===== config.mk =====
export PLATFORM = sky130hd
export DESIGN_NAME = output_packer_flat
export DESIGN_NICKNAME = d
export VERILOG_FILES = /design/src/rtl/xnor_pkg.sv /design/src/rtl/output_packer_if.sv /design/src/rtl/output_packer_word_shifter.sv /design/src/rtl/output_packer.sv /design/src/flat_wrapper.sv
export SDC_FILE = /design/constraint.sdc
export NUM_CORES = 1
export LEC_CHECK = 0
export ABC_AREA = 1
export CAP_MARGIN = 20
export CORE_ASPECT_RATIO = 1.5
export CORE_MARGIN = 4
export CORE_UTILIZATION = 59
export DETAILED_ROUTE_END_ITERATION = 7
export GPL_TIMING_DRIVEN = 0
export HOLD_SLACK_MARGIN = 0.15
export PLACE_DENSITY = 0.81
export SLEW_MARGIN = 5
export SYNTH_ARGS = -nofsm -noshare
export SYNTH_HDL_FRONTEND = slang
export SYNTH_SLANG_ARGS = --single-unit

===== constraint.sdc =====
create_clock -name clk -period 5 [get_ports clk]
set_input_delay 1 -clock clk [delete_from_list [all_inputs] [get_ports clk]]
set_output_delay 1 -clock clk [all_outputs]
set_load 0.01 [all_outputs]

===== src/rtl/xnor_pkg.sv =====
// Shared types and constants for the XNOR conv output path.
// Packer state encoding and conv geometry live here.
package xnor_pkg;

    localparam int DATA_W_DEF = 16;
    localparam int ADDR_W_DEF = 12;
    localparam int MIN_DIM    = 3;
    localparam int CONV_K     = 3;

    typedef enum logic {
        ST_IDLE = 1'b0,
        ST_PACK = 1'b1
    } pack_state_e;

    typedef logic [15:0] dim_t;

    // Valid 3x3 conv shrinks each side by K-1
    function automatic dim_t row_len_of(dim_t d);
        return d - dim_t'(CONV_K - 1);
    endfunction

endpackage


===== src/rtl/output_packer_if.sv =====
// Result-bit stream in, packed SRAM write port out.
// master drives the bit stream; slave is the packer.
interface output_packer_if #(
    parameter int DATA_W = 16,
    parameter int ADDR_W = 12
);
    logic              in_valid;
    logic              in_bit;
    logic              sram_write_en;
    logic [ADDR_W-1:0] sram_addr;
    logic [DATA_W-1:0] sram_wdata;

    modport master (
        output in_valid,
        output in_bit,
        input  sram_write_en,
        input  sram_addr,
        input  sram_wdata
    );

    modport slave (
        input  in_valid,
        input  in_bit,
        output sram_write_en,
        output sram_addr,
        output sram_wdata
    );
endinterface


===== src/rtl/output_packer_word_shifter.sv =====
// LSB-first bit accumulator; word_o is the word including
// the bit being loaded this cycle.
module word_shifter #(
    parameter int DATA_W = 16,
    localparam int BW    = $clog2(DATA_W)
) (
    input  logic              clk,
    input  logic              reset_b,
    input  logic              clr_i,
    input  logic              load_i,
    input  logic              bit_i,
    input  logic [BW-1:0]     pos_i,
    input  logic              flush_i,
    output logic [DATA_W-1:0] word_o
);
    logic [DATA_W-1:0] shift_q;
    logic [DATA_W-1:0] shift_d;
    logic [DATA_W-1:0] base;
    logic [DATA_W-1:0] mask;

    always_comb begin
        base = clr_i ? '0 : shift_q;
        mask = DATA_W'(1) << pos_i;
        word_o = base;
        if (load_i && bit_i) begin
            word_o = base | mask;
        end
        shift_d = flush_i ? '0 : word_o;
    end

    always_ff @(posedge clk or negedge reset_b) begin
        if (!reset_b) begin
            shift_q <= '0;
        end else begin
            shift_q <= shift_d;
        end
    end
endmodule


===== src/rtl/output_packer.sv =====
// Packs the per-cycle conv result bits into SRAM words,
// one or more words per output row, row ends always flush.
module output_packer
    import xnor_pkg::*;
#(
    parameter int                DATA_W    = DATA_W_DEF,
    parameter int                ADDR_W    = ADDR_W_DEF,
    parameter logic [ADDR_W-1:0] BASE_ADDR = '0
) (
    input  logic              clk,
    input  logic              reset_b,
    input  logic              frame_start,
    input  logic [15:0]       dim,
    output_packer_if.slave    bus,
    output logic              frame_done,
    output logic [ADDR_W-1:0] words_written,
    output logic              dim_err,
    output logic              busy
);
    localparam int BW = $clog2(DATA_W);
    localparam logic [BW-1:0] BIT_LAST = BW'(DATA_W - 1);

    pack_state_e       state_q, state_d;
    dim_t              row_len_q, row_len_d;
    dim_t              col_q, col_d;
    dim_t              row_q, row_d;
    logic [BW-1:0]     bit_q, bit_d;
    logic              wr_q, wr_d;
    logic [ADDR_W-1:0] addr_q, addr_d;
    logic [DATA_W-1:0] wdata_q, wdata_d;
    logic              done_q, done_d;
    logic [ADDR_W-1:0] words_q, words_d;
    logic              err_q, err_d;
    logic              busy_q;

    logic              start_ok;
    logic              acc;
    logic              row_end;
    logic              flush;
    logic              last;
    dim_t              eff_len;
    dim_t              eff_col;
    dim_t              eff_row;
    logic [BW-1:0]     eff_bit;
    logic [DATA_W-1:0] word;

    word_shifter #(
        .DATA_W (DATA_W)
    ) u_shift (
        .clk     (clk),
        .reset_b (reset_b),
        .clr_i   (frame_start),
        .load_i  (acc),
        .bit_i   (bus.in_bit),
        .pos_i   (eff_bit),
        .flush_i (flush),
        .word_o  (word)
    );

    // frame_start clears first; a same-cycle bit lands in the new frame
    always_comb begin
        start_ok = frame_start && (dim >= dim_t'(MIN_DIM));
        eff_len  = start_ok ? row_len_of(dim) : row_len_q;
        eff_col  = frame_start ? '0 : col_q;
        eff_row  = frame_start ? '0 : row_q;
        eff_bit  = frame_start ? '0 : bit_q;

        acc = bus.in_valid &&
              (start_ok || (state_q == ST_PACK && !frame_start));
        row_end = eff_col == eff_len - 16'd1;
        flush = acc && (row_end || eff_bit == BIT_LAST);
        last = acc && row_end && (eff_row == eff_len - 16'd1);

        row_len_d = eff_len;
        bit_d = eff_bit;
        col_d = eff_col;
        row_d = eff_row;
        if (acc) begin
            bit_d = flush ? '0 : eff_bit + BW'(1);
            col_d = row_end ? '0 : eff_col + 16'd1;
            if (row_end) begin
                row_d = last ? '0 : eff_row + 16'd1;
            end
        end

        state_d = state_q;
        if (frame_start) begin
            state_d = start_ok ? ST_PACK : ST_IDLE;
        end
        if (last) begin
            state_d = ST_IDLE;
        end

        addr_d = wr_q ? addr_q + ADDR_W'(1) : addr_q;
        if (start_ok) begin
            addr_d = BASE_ADDR;
        end

        words_d = (start_ok ? '0 : words_q) + ADDR_W'(flush);
        wr_d    = flush;
        wdata_d = flush ? word : wdata_q;
        done_d  = last;
        err_d   = frame_start ? !start_ok : err_q;
    end

    always_ff @(posedge clk or negedge reset_b) begin
        if (!reset_b) begin
            state_q   <= ST_IDLE;
            row_len_q <= '0;
            col_q     <= '0;
            row_q     <= '0;
            bit_q     <= '0;
            wr_q      <= 1'b0;
            addr_q    <= BASE_ADDR;
            wdata_q   <= '0;
            done_q    <= 1'b0;
            words_q   <= '0;
            err_q     <= 1'b0;
            busy_q    <= 1'b0;
        end else begin
            state_q   <= state_d;
            row_len_q <= row_len_d;
            col_q     <= col_d;
            row_q     <= row_d;
            bit_q     <= bit_d;
            wr_q      <= wr_d;
            addr_q    <= addr_d;
            wdata_q   <= wdata_d;
            done_q    <= done_d;
            words_q   <= words_d;
            err_q     <= err_d;
            busy_q    <= state_d == ST_PACK;
        end
    end

    assign bus.sram_write_en = wr_q;
    assign bus.sram_addr     = addr_q;
    assign bus.sram_wdata    = wdata_q;
    assign frame_done        = done_q;
    assign words_written     = words_q;
    assign dim_err           = err_q;
    assign busy              = busy_q;
endmodule


===== src/flat_wrapper.sv =====
// flat-port wrapper written by rule: the top's interface ports become plain ports
module output_packer_flat import xnor_pkg::*;
#(
    parameter int                DATA_W    = DATA_W_DEF,
    parameter int                ADDR_W    = ADDR_W_DEF,
    parameter logic [ADDR_W-1:0] BASE_ADDR = '0
)
  (clk, reset_b, frame_start, dim, frame_done, words_written, dim_err, busy, bus_in_valid, bus_in_bit, bus_sram_write_en, bus_sram_addr, bus_sram_wdata);
  output_packer_if #(.DATA_W(DATA_W), .ADDR_W(ADDR_W)) bus_i ();
  input  logic clk;
  input  logic reset_b;
  input  logic frame_start;
  input  logic [15:0] dim;
  output logic frame_done;
  output logic [ADDR_W-1:0] words_written;
  output logic dim_err;
  output logic busy;
  input wire logic [$bits(bus_i.in_valid)-1:0] bus_in_valid;
  input wire logic [$bits(bus_i.in_bit)-1:0] bus_in_bit;
  output wire logic [$bits(bus_i.sram_write_en)-1:0] bus_sram_write_en;
  output wire logic [$bits(bus_i.sram_addr)-1:0] bus_sram_addr;
  output wire logic [$bits(bus_i.sram_wdata)-1:0] bus_sram_wdata;
  assign bus_i.in_valid = bus_in_valid;
  assign bus_i.in_bit = bus_in_bit;
  assign bus_sram_write_en = bus_i.sram_write_en;
  assign bus_sram_addr = bus_i.sram_addr;
  assign bus_sram_wdata = bus_i.sram_wdata;
  output_packer #(.DATA_W(DATA_W), .ADDR_W(ADDR_W), .BASE_ADDR(BASE_ADDR)) u_core (.clk(clk), .reset_b(reset_b), .frame_start(frame_start), .dim(dim), .bus(bus_i), .frame_done(frame_done), .words_written(words_written), .dim_err(dim_err), .busy(busy));
endmodule

==> results of run 1 <==
-- power by group --
group	leakage [nW]	internal (mW)	total, mW	switching [mW]
combinational	3.26	0.101	0.313	0.212
clock	0.148	0.355	0.725	0.371
sequential	1.52	0.923	0.930	0.00687
-- kinds of logic after synthesis --
kind of cell | count (synthesis) | share of synthesized area (%)
AO/OA/AOI/OAI | 58 | 4.32
XOR/XNOR | 18 | 2.07
adder cells (fa/ha/maj) | 14 | 2.30
buffers and inverters | 209 | 11.5
flip-flops | 112 | 36.8
AND/OR/NAND/NOR | 724 | 43.0
-- area by class of cell --
type / count / area (um2) / share of cell area [%]
Buffer: 28 / 211 / 2.29
Clock buffer: 9 / 225 / 2.44
Clock inverter: 7 / 75.1 / 0.815
Inverter: 181 / 682 / 7.40
Multi-Input combinational cell: 815 / 4160 / 45.2
Sequential cell: 112 / 2800 / 30.4
Tap cell: 156 / 195 / 2.12
Timing Repair Buffer: 85 / 860 / 9.33
-- cell usage after synthesis (3+ instances only) --
| cell | n |
|---|---|
| a21oi_1 | 16 |
| a22oi_1 | 3 |
| buf_1 | 4 |
| buf_2 | 7 |
| buf_6 | 8 |
| clkbuf_1 | 6 |
| dfrtp_1 | 112 |
| ha_1 | 14 |
| inv_1 | 179 |
| nand2_1 | 332 |
| nand2_2 | 20 |
| nand3_1 | 135 |
| nand3_2 | 12 |
| nand3b_1 | 6 |
| nand4_1 | 30 |
| nor2_1 | 143 |
| nor2_2 | 7 |
| nor2_4 | 8 |
| nor3_1 | 19 |
| o21a_1 | 3 |
| o21ai_0 | 22 |
| o21ai_1 | 4 |
| o31ai_1 | 3 |
| or2_2 | 3 |
| xnor2_1 | 6 |
| xor2_1 | 12 |
-- stage by stage --
stage	area, um2	cells	worst slack [ns]	hold WS [ns]	setup TNS, ns
detailed placement	8470	1356	-1.14	0.497	-5.45
finish	9210	1393	0.280	0.505	0
global placement	8450	1355	-1.46	0.492	-167.78
floorplan	7610	1135	0.299	0.484	0
global route	9210	1393	-0.0576	0.518	-0.0612
CTS	8870	1377	0.0256	0.511	0
-- layer usage --
| metal | GRT usage [%] | routed length, um | part of all wire [%] |
|---|---|---|---|
| met1 | 30.3 | 7610 | 38 |
| met4 | 14.6 | 1030 | 5.1 |
| met3 | 2.66 | 764 | 3.8 |
| met2 | 49.5 | 10600 | 53 |
| met5 | 0 | 0 | 0 |
-- registers in the layout (all words and copies together) (netlist names) --
name	count
u_core.frame_done	1
u_core.row_len_q	16
u_core.bus.sram_wdata	16
u_core.row_q	16
u_core.col_q	16
u_core.words_written	12
u_core.bus.sram_write_en	1
u_core.state_q	1
u_core.bit_q	4
u_core.bus.sram_addr	12
u_core.dim_err	1
u_core.u_shift.shift_q	16
-- worst max-delay path: cells and delay by family --
| family | cells | cell delay, ns |
|---|---|---|
| xor+xnor | 1 | 0.13 |
| buf+inv | 2 | 0.56 |
| simple gates | 23 | 2.76 |
| fa+ha+maj | 3 | 0.55 |
-- how the worst min path moves through the flow --
stage	cells after the start	start	slack (ns)	endpoint
after floorplan	2	u_core.row_len_q[15]	0.48	u_core.row_len_q[15]
after global placement	2	u_core.bus.sram_wdata[4]	0.49	u_core.bus.sram_wdata[4]
after detailed placement	2	u_core.bus.sram_wdata[0]	0.50	u_core.bus.sram_wdata[0]
after CTS	1	reset_b	0.51	u_core.col_q[4]
after global routing	1	reset_b	0.52	u_core.state_q
final	1	reset_b	0.50	u_core.frame_done
-- timing repair --
item / 4_1_cts / 5_1_grt
gates resized for setup: 15 / 70
hold endpoints to repair: 0 / 0
cloned: 0 / 1
pin swaps: 8 / 30
buffers inserted: 5 / 15
setup endpoints to repair: 7 / 4
==> summary.md, run 1 <==
| Metric | Value |
|---|---|
| Status | `complete, no violations` |
| Antenna violation net count after detailed routing | `0` |
| Core footprint | `12600 um2` |
| Leak | `4.92 nW` |
| Clock tree sinks | `~110` |
| Cell with the largest stage delay on the worst path | `clkdlybuf4s50_1` |
| Iteration count of the initial detailed-routing pass | `7` |
| Most frequent cells in the layout | `nand2_1 (317), inv_1 (177), nor2_1 (129)` |
| Synthesis Warnings | `0` |
| Worst Hold Class | `in2async` |
| Skew final | `~0.012 ns` |
| Clock tree from TritonCTS | `built` |
| Number of synthesized flops with an enable pin | `0` |
| Number of global-route vias before repair | `a little over 7000` |
| Source-to-sink clock delay at the later pin of the worst-skew pair | `approximately 0.36 ns` |
| Hold bufs inserted after CTS | `0` |
| Largest stage delay on the critical path | `roughly 0.42 ns` |
| Number of antenna violations at the first check in global routing | `0` |
| Number of buffers added on ports | `between 60 and 70` |
| Power density normalized to cell area | `about 210 nW/um2` |
| Detailed Place HPWL | `between 15 and 20 mm` |
| Overall Power | `1.97 mW` |
| Reg-to-reg critical path endpoint | `u_core.words_written[10]` |
| Number of DRC markers after the initial detailed-route iteration | `~500` |
| Dominant register cell in the synthesized netlist | `dfrtp_1` |
| Area share of the largest cell type after synthesis | `between 30% and 40%` |
| Critical path destination | `u_core.words_written[10]` |
| Wire length of the first global-routing pass | `roughly 33 mm` |
| Maximum number of pins on one net before global-route repair | `87` |
| Worst Path Required | `5.29 ns` |
| Mapped Nets | `1170` |
| Post-detailed-route wirelength per cell | `approximately 14 um` |
| Fraction of the yosys area taken by sequential cells | `36.8%` |
| Worst-path maximum fanout | `9` |
| Startpoint-to-endpoint class of the critical path | `in2reg` |
| Critical Path Source | `dim[0]` |
| Proportion of register bits with asynchronous set or reset after synthesis | `between 90% and 100%` |
| Clock edge transition at the registers on the reported setup and hold paths | `~0.080 ns` |
| Setup crit start kind | `input pin` |
| Depth of the CTS H-tree | `3` |
| Fillers | `between 1000 and 1500` |
| Die height | `around 150 um` |
| Worst Reg2Reg Path Length in Cells | `24` |
| GPL Wtd Cong | `0.957` |
| Number of remaining DRC errors | `0` |
| Max rail drop VDD | `around 0.22 mV` |
| Share of final-layout standard cells stronger than drive strength 1 | `13.2%` |
| Crit share post-route | `94.4%` |
| Commonest non-fill, non-tap cell in the layout | `nand2_1` |
| Setup slack of the most critical reg-to-reg path | `approximately 1.4 ns` |
| Gate count after technology mapping | `between 1000 and 1500` |
| Endpoint class of the critical path | `flip-flop` |
| CTS buffer count | `9` |
| Synth area leaders | `dfrtp_1 (37%), nand2_1 (16%), nand3_1 (8.9%)` |
| Total die area | `14800 um2` |
| Area Overhead vs Synth | `21.1%` |
| Drt total wl | `between 20 and 25 mm` |
| Highest clock frequency the design can meet | `approximately 210 MHz` |
| Clk root buf | `clkbuf_16` |
| Max Transition Viols Final | `0` |
| Number of placed I/O pins | `65` |
| Flip-flop and latch count after synthesis | `about 110` |
| Gr usage total | `between 20% and 30%` |
| Net count reported at finish | `~1300` |
| Grt ovf | `0` |
| N_diodes | `0` |
| Number of unique standard cell types used by synthesis | `roughly 40` |
| Final cell utilization of the core | `between 70% and 80%` |
| Crit Reg-Reg Startpoint | `u_core.row_len_q[1]` |
| Most area-hungry cell type in the Yosys netlist | `dfrtp_1` |
| Overall via count from detail_route | `~7500` |
| Horizontal die dimension | `about 100 um` |
| Deepest clock path buffer count | `2` |
| Netlist area before placement | `around 7600 um2` |
| Worst endpoint data arrival time | `roughly 5 ns` |
| Post-route minimum period | `4.72 ns` |
| Setup violations, final | `0` |
| # rows | `50` |
| Synthesized area per cell | `approximately 6.7 um2` |
| Number of max-capacitance violations reported | `0` |
| Relative max-transition margin | `63.2%` |
| Post-DR vias/cell | `5.39` |
| Effective utilization at floorplan | `between 60% and 70%` |
| Total count of hold-check failures in the final report | `0` |
| Transition at the pin with the smallest max-transition slack | `between 0.5 and 0.6 ns` |
(Power assumes the default switching activity.)
==> inputs of run 2 (changes only) <==
--- a/config.mk
+++ b/config.mk
@@ -10,6 +10,7 @@
 export CORE_ASPECT_RATIO = 1.5
 export CORE_MARGIN = 4
 export CORE_UTILIZATION = 59
+export CTS_BUF_LIST = sky130_fd_sc_hd__clkbuf_16
 export DETAILED_ROUTE_END_ITERATION = 7
 export GPL_TIMING_DRIVEN = 0
 export HOLD_SLACK_MARGIN = 0.15
==> results of run 2 <==
No change in the layout: final DEF, timing and power equal those of run 1.
